File: src/rtl/spi_xfer_scheduler_pkg.sv
// Shared types and codes for the SPI transfer scheduler: FSM states, CS/RW codes, latched request payload.
package spi_xfer_scheduler_pkg;

    typedef enum logic [2:0] {
        ST_IDLE,
        ST_RST,
        ST_SETUP,
        ST_XFER,
        ST_DONE
    } state_e;

    localparam logic [1:0] CS_NONE = 2'b00;
    localparam logic [1:0] CS_S1   = 2'b01;
    localparam logic [1:0] CS_S2   = 2'b10;
    localparam logic [1:0] CS_S3   = 2'b11;

    localparam logic [1:0] RW_WR    = 2'b01;
    localparam logic [1:0] RW_RD    = 2'b10;
    localparam logic [1:0] RW_WR_RD = 2'b11;

    // Working copy of the granted client's request
    typedef struct packed {
        logic [1:0] slave;
        logic [1:0] mode;
        logic [1:0] rw;
        logic [7:0] wdata;
    } xfer_t;

endpackage

File: src/rtl/spi_xfer_scheduler_rr_arbiter.sv
// Round-robin arbiter: picks the first active request at or after ptr, wrapping modulo NREQ.
module spi_xfer_scheduler_rr_arbiter #(
    parameter int unsigned NREQ  = 3,
    parameter int unsigned PTR_W = 2
) (
    input  logic [NREQ-1:0]  req,
    input  logic [PTR_W-1:0] ptr,
    output logic [NREQ-1:0]  gnt_c,
    output logic [PTR_W-1:0] idx_c,
    output logic             any_c
);

    always_comb begin
        int unsigned j;
        gnt_c = '0;
        idx_c = '0;
        any_c = 1'b0;
        j     = 0;
        for (int unsigned i = 0; i < NREQ; i++) begin
            j = (32'(ptr) + i) % NREQ;
            if (!any_c && req[j]) begin
                any_c    = 1'b1;
                gnt_c[j] = 1'b1;
                idx_c    = PTR_W'(j);
            end
        end
    end

endmodule

File: src/rtl/spi_xfer_scheduler.sv
// Shares one SPI_Master among NREQ clients with round-robin arbitration and per-byte sequencing.
// Optional burst mode (gnt held across bytes, RST skipped) is enabled with SPI_SCHED_BURST_EN.
module spi_xfer_scheduler
    import spi_xfer_scheduler_pkg::*;
#(
    parameter int unsigned NREQ        = 3,
    parameter int unsigned XFER_CYCLES = 10
) (
    input  logic              clk,
    input  logic              reset,
    input  logic [NREQ-1:0]   req,
    input  logic [2*NREQ-1:0] req_slave,
    input  logic [2*NREQ-1:0] req_mode,
    input  logic [2*NREQ-1:0] req_rw,
    input  logic [8*NREQ-1:0] req_wdata,
    input  logic [NREQ-1:0]   req_last,
    output logic [NREQ-1:0]   gnt,
    output logic [NREQ-1:0]   done,
    output logic [7:0]        rdata,
    output logic              busy,
    output logic              m_reset,
    output logic [1:0]        m_mode,
    output logic [1:0]        m_cs,
    output logic [1:0]        m_rw,
    output logic [7:0]        m_data_in,
    input  logic [7:0]        m_data_out
);

    localparam int unsigned PTR_W = (NREQ > 1) ? $clog2(NREQ) : 1;
    localparam int unsigned CNT_W = $clog2(XFER_CYCLES + 1);

    state_e           state_q, state_nxt;
    xfer_t            xfer_q, xfer_nxt, req_sel;
    logic [PTR_W-1:0] owner_q, owner_nxt, ptr_q, ptr_nxt, idx_c, sel_idx;
    logic [CNT_W-1:0] cnt_q, cnt_nxt;
    logic [NREQ-1:0]  arb_gnt_c, owner_oh;
    logic             any_c, active_nxt;

    logic [NREQ-1:0]  gnt_nxt, done_nxt;
    logic [7:0]       rdata_nxt, m_data_in_nxt;
    logic             busy_nxt, m_reset_nxt;
    logic [1:0]       m_mode_nxt, m_cs_nxt, m_rw_nxt;

`ifndef SPI_SCHED_BURST_EN
    logic unused_req_last;
    assign unused_req_last = ^req_last;
`endif

    spi_xfer_scheduler_rr_arbiter #(
        .NREQ  (NREQ),
        .PTR_W (PTR_W)
    ) u_arb (
        .req   (req),
        .ptr   (ptr_q),
        .gnt_c (arb_gnt_c),
        .idx_c (idx_c),
        .any_c (any_c)
    );

    // In DONE the owner's next byte is read; otherwise the arbitration winner's fields
    assign sel_idx = (state_q == ST_DONE) ? owner_q : idx_c;

    always_comb begin
        req_sel.slave = req_slave[2*32'(sel_idx) +: 2];
        req_sel.mode  = req_mode[2*32'(sel_idx) +: 2];
        req_sel.rw    = req_rw[2*32'(sel_idx) +: 2];
        req_sel.wdata = req_wdata[8*32'(sel_idx) +: 8];
    end

    // Next-state, working registers and registered-output next values
    always_comb begin
        state_nxt = state_q;
        xfer_nxt  = xfer_q;
        owner_nxt = owner_q;
        ptr_nxt   = ptr_q;
        cnt_nxt   = cnt_q;
        rdata_nxt = rdata;

        unique case (state_q)
            ST_IDLE: begin
                if (any_c) begin
                    owner_nxt = idx_c;
                    xfer_nxt  = req_sel;
                    ptr_nxt   = (32'(idx_c) == NREQ - 1) ? '0 : idx_c + PTR_W'(1);
                    if (req_sel.slave == CS_NONE) begin
                        state_nxt = ST_DONE;
                        rdata_nxt = '0;
                    end else begin
                        state_nxt = ST_RST;
                    end
                end
            end
            ST_RST:   state_nxt = ST_SETUP;
            ST_SETUP: begin
                state_nxt = ST_XFER;
                cnt_nxt   = '0;
            end
            ST_XFER: begin
                if (cnt_q == CNT_W'(XFER_CYCLES - 1)) begin
                    state_nxt = ST_DONE;
                    rdata_nxt = xfer_q.rw[1] ? m_data_out : 8'h00;
                end else begin
                    cnt_nxt = cnt_q + CNT_W'(1);
                end
            end
            ST_DONE: begin
`ifdef SPI_SCHED_BURST_EN
                // Burst continues with fresh data; slave and mode stay from the first byte
                if (req[owner_q] && !req_last[owner_q] && xfer_q.slave != CS_NONE) begin
                    state_nxt      = ST_SETUP;
                    xfer_nxt.rw    = req_sel.rw;
                    xfer_nxt.wdata = req_sel.wdata;
                end else begin
                    state_nxt = ST_IDLE;
                end
`else
                state_nxt = ST_IDLE;
`endif
            end
            default: state_nxt = ST_IDLE;
        endcase

        owner_oh      = NREQ'(1) << owner_nxt;
        active_nxt    = (state_nxt == ST_SETUP) || (state_nxt == ST_XFER);
        gnt_nxt       = (state_nxt == ST_IDLE) ? '0 : owner_oh;
        done_nxt      = (state_nxt == ST_DONE) ? owner_oh : '0;
        busy_nxt      = (state_nxt != ST_IDLE);
        m_reset_nxt   = (state_nxt == ST_RST);
        m_mode_nxt    = active_nxt ? xfer_nxt.mode : 2'b00;
        m_data_in_nxt = active_nxt ? xfer_nxt.wdata : 8'h00;
        m_cs_nxt      = (state_nxt == ST_XFER) ? xfer_nxt.slave : CS_NONE;
        m_rw_nxt      = (state_nxt == ST_XFER) ? xfer_nxt.rw : 2'b00;
    end

    always_ff @(posedge clk or posedge reset) begin
        if (reset) begin
            state_q   <= ST_IDLE;
            xfer_q    <= '0;
            owner_q   <= '0;
            ptr_q     <= '0;
            cnt_q     <= '0;
            rdata     <= '0;
            gnt       <= '0;
            done      <= '0;
            busy      <= 1'b0;
            m_reset   <= 1'b1;
            m_mode    <= '0;
            m_cs      <= '0;
            m_rw      <= '0;
            m_data_in <= '0;
        end else begin
            state_q   <= state_nxt;
            xfer_q    <= xfer_nxt;
            owner_q   <= owner_nxt;
            ptr_q     <= ptr_nxt;
            cnt_q     <= cnt_nxt;
            rdata     <= rdata_nxt;
            gnt       <= gnt_nxt;
            done      <= done_nxt;
            busy      <= busy_nxt;
            m_reset   <= m_reset_nxt;
            m_mode    <= m_mode_nxt;
            m_cs      <= m_cs_nxt;
            m_rw      <= m_rw_nxt;
            m_data_in <= m_data_in_nxt;
        end
    end

endmodule

File: config.mk
export PLATFORM = sky130hd
export DESIGN_NAME = spi_xfer_scheduler
export DESIGN_NICKNAME = d
export VERILOG_FILES = /design/src/rtl/spi_xfer_scheduler_pkg.sv /design/src/rtl/spi_xfer_scheduler_rr_arbiter.sv /design/src/rtl/spi_xfer_scheduler.sv
export SDC_FILE = /design/constraint.sdc
export NUM_CORES = 1
export LEC_CHECK = 0
export BUFFER_PORTS_ARGS = -buffer_cell sky130_fd_sc_hd__buf_2
export CAP_MARGIN = 20
export CORE_ASPECT_RATIO = 0.8
export CORE_MARGIN = 2
export CORE_UTILIZATION = 45
export DETAILED_ROUTE_END_ITERATION = 6
export HOLD_SLACK_MARGIN = 0.06
export PLACE_DENSITY = 0.74
export RECOVER_POWER = 50
export SYNTH_ARGS = -nofsm -noshare
export SYNTH_HDL_FRONTEND = slang
export SYNTH_HIERARCHICAL = 1
export SYNTH_SLANG_ARGS = --single-unit
File: constraint.sdc
create_clock -name clk -period 3.05 [get_ports clk]
set_input_delay 0.61 -clock clk [delete_from_list [all_inputs] [get_ports clk]]
set_output_delay 0.61 -clock clk [all_outputs]
set_load 0.1 [all_outputs]
==> results.cfg <==
[status]
status = complete, but fails checks
violations = max-capacitance violations, max-slew violations

[place]
dp_slack_ns = 0.06182
gp_congestion = 0.8349
place_area_sq_um = 3299
hpwlAfterDp_microns = 4462
io_buffers = 84

[sta]
fmax_mhz = 345.6
period_minus_slack_ns = 2.893
setup_viol = 0
worst_pin_slew_ns = 1.949
finalCritPeriodShare = 0.9486
maxSlewHeadroom = -0.2996
fin_skew_ns = 0.004640
final_hold_viol_count = 0
maxSlewViolCount = 47
setup_slack_ns = 0.1567

[clock_tree]
clock_sinks = 55
cts_buffer_depth = 2
root_buffer = clkbuf_8
h-tree-depth = 2
numCtsBuffers = 5
clock_latency_ns = 0.30
clk_pin_slew_ns = 0.10
cts_tree = yes

[global_routing]
grt_start_max_net_pins = 49
antenna_found_initial = 0
grt_first_pass_wirelength_microns = 9653
overflow = 0
grt_pass1_vias = 2050
grt.total_usage = 0.1793

[worst_setup_path]
reg2reg_depth = 12
slowest_delay_ns = 0.43
cp_slowest_cell = dfrtp_1
critPathArrivalTime_ns = 3.09
cp_max_fo = 11
start_kind = flop
crit_type = reg2reg
regToRegEndpoint = rdata[7]
reg2reg_slack_ns = 0.16
critPathRequiredTime_ns = 3.24
r2r-start = ptr_q[1]
end_kind = flop
cp_cell_sequence = inv_1 -> ha_1 -> mux2i_4 -> mux2i_4 -> mux2i_1 -> nor2_1 -> nor2b_1 -> mux2_4 -> a221oi_4 -> a31oi_4 -> buf_12 -> mux2i_1

[routing]
drt_iter0_drc = 87
ant_nets = 0
drt-vias-per-instance = 5.011
postRouteWirelength_microns = 6130
drtPass1Iterations = 4
post_drt_wl_per_cell_microns = 13.84
dr_total_vias = 2220
remaining_drc_errors = 0

[logic_synthesis]
syn-cell-area_sq_um = 2783
synth_nets = 337
syn_avg_cell_area_sq_um = 10.19
yosysWarnings = 6
syn_inst = 273

[floorplanning]
core_area_sq_um = 5943
die_h_microns = 74.34
floorplan.initialDensity = 0.4682
num_rows = 25
ioPinCount = 88
die_w_microns = 91.92
fp.dieArea_sq_um = 6833

[layout]
num-nets-final = 425
fillCellCount = 528
final_util = 0.5718
post-route-cell-area_sq_um = 3398
n_antenna_cell = 0
drive_above_1_share = 0.2818
syn2layout_area_growth_pct = 22.12

[job]
drv_cap = 1

[hold_path]
hold_class = in2async
==> critical path: cells and delay by family, from the launching register on <==
family	cells	cell delay, ns
adders and majority gates	1	0.32
buffers and inverters	2	0.26
muxes	5	1.02
DFF	1	0.43
AOI/OAI and AO/OA	2	0.52
and+or+nand+nor	2	0.22
==> worst max path at each step <==
| stage | startpoint | end | slack, ns | cells after the start |
|---|---|---|---|---|
| after global placement | ptr_q[0] | rdata[7] | 0.19 | 11 |
| after CTS | ptr_q[1] | rdata[1] | 0.05 | 11 |
| after detailed placement | ptr_q[0] | rdata[4] | 0.06 | 11 |
| final | ptr_q[1] | rdata[7] | 0.16 | 12 |
| after global routing | ptr_q[0] | rdata[3] | -0.04 | 13 |
| after floorplan | ptr_q[0] | rdata[0] | 0.31 | 13 |
==> layout by cell type (no fill, tap or decap), types with 3 or more instances in the layout <==
master,count
a21oi_1,18
and2_1,10
buf_2,72
buf_4,9
clkbuf_1,15
clkbuf_8,5
dfrtp_1,54
ha_1,6
inv_1,18
mux2i_1,25
nand2_1,29
nand2b_1,4
nand3_1,3
nor2_1,28
nor2b_1,7
nor3_1,5
o21ai_0,4
o22ai_1,12
o2bb2ai_1,3
==> what timing repair did <==
item / in CTS / in global routing
resized for setup: 0 / 1
setup endpoints to repair: 0 / 12
hold buffers: 0 / 0
setup buffers: 0 / 1
==> metrics by stage <==
stage	TNS [ns]	cells	hold WS, ns
4_1_cts	0	441	0.5081
5_1_grt	-0.1013	443	0.1276
3_5_place_dp	0	433	0.4859
6_report	0	443	0.1411
2_1_floorplan	0	273	0.4516
3_3_place_gp	0	433	0.4710
==> state kept, by name, summed over array words and instances, names as in the netlist <==
register and flops:
m_rw 2, cnt_q 4, rdata 8, busy 1, m_data_in 8, state_q 3, gnt 3, done 3
m_cs 2, m_reset 1, ptr_q 2, m_mode 2, owner_q 2, xfer_q 14
==> metal layers <==
metal  share of wire  global-route usage
met2            0.47              0.2900
met1            0.46              0.2498
met3           0.067             0.05370
met4          0.0024             0.02488
met5               0                   0
==> area by class of cell <==
cell class | count | area (sq um) | share of cell area
sequential | 55 | 1378 | 0.4054
clock inverter | 2 | 12.51 | 0.003682
inverter | 18 | 67.56 | 0.01988
tap | 81 | 101.3 | 0.02982
clock buffer | 6 | 72.57 | 0.02135
multi-input combinational | 184 | 1254 | 0.3689
timing repair buffer | 97 | 513.0 | 0.1510
Power is not shown: default switching activity piles up to over one toggle a cycle in this logic, so the estimate is an artifact.
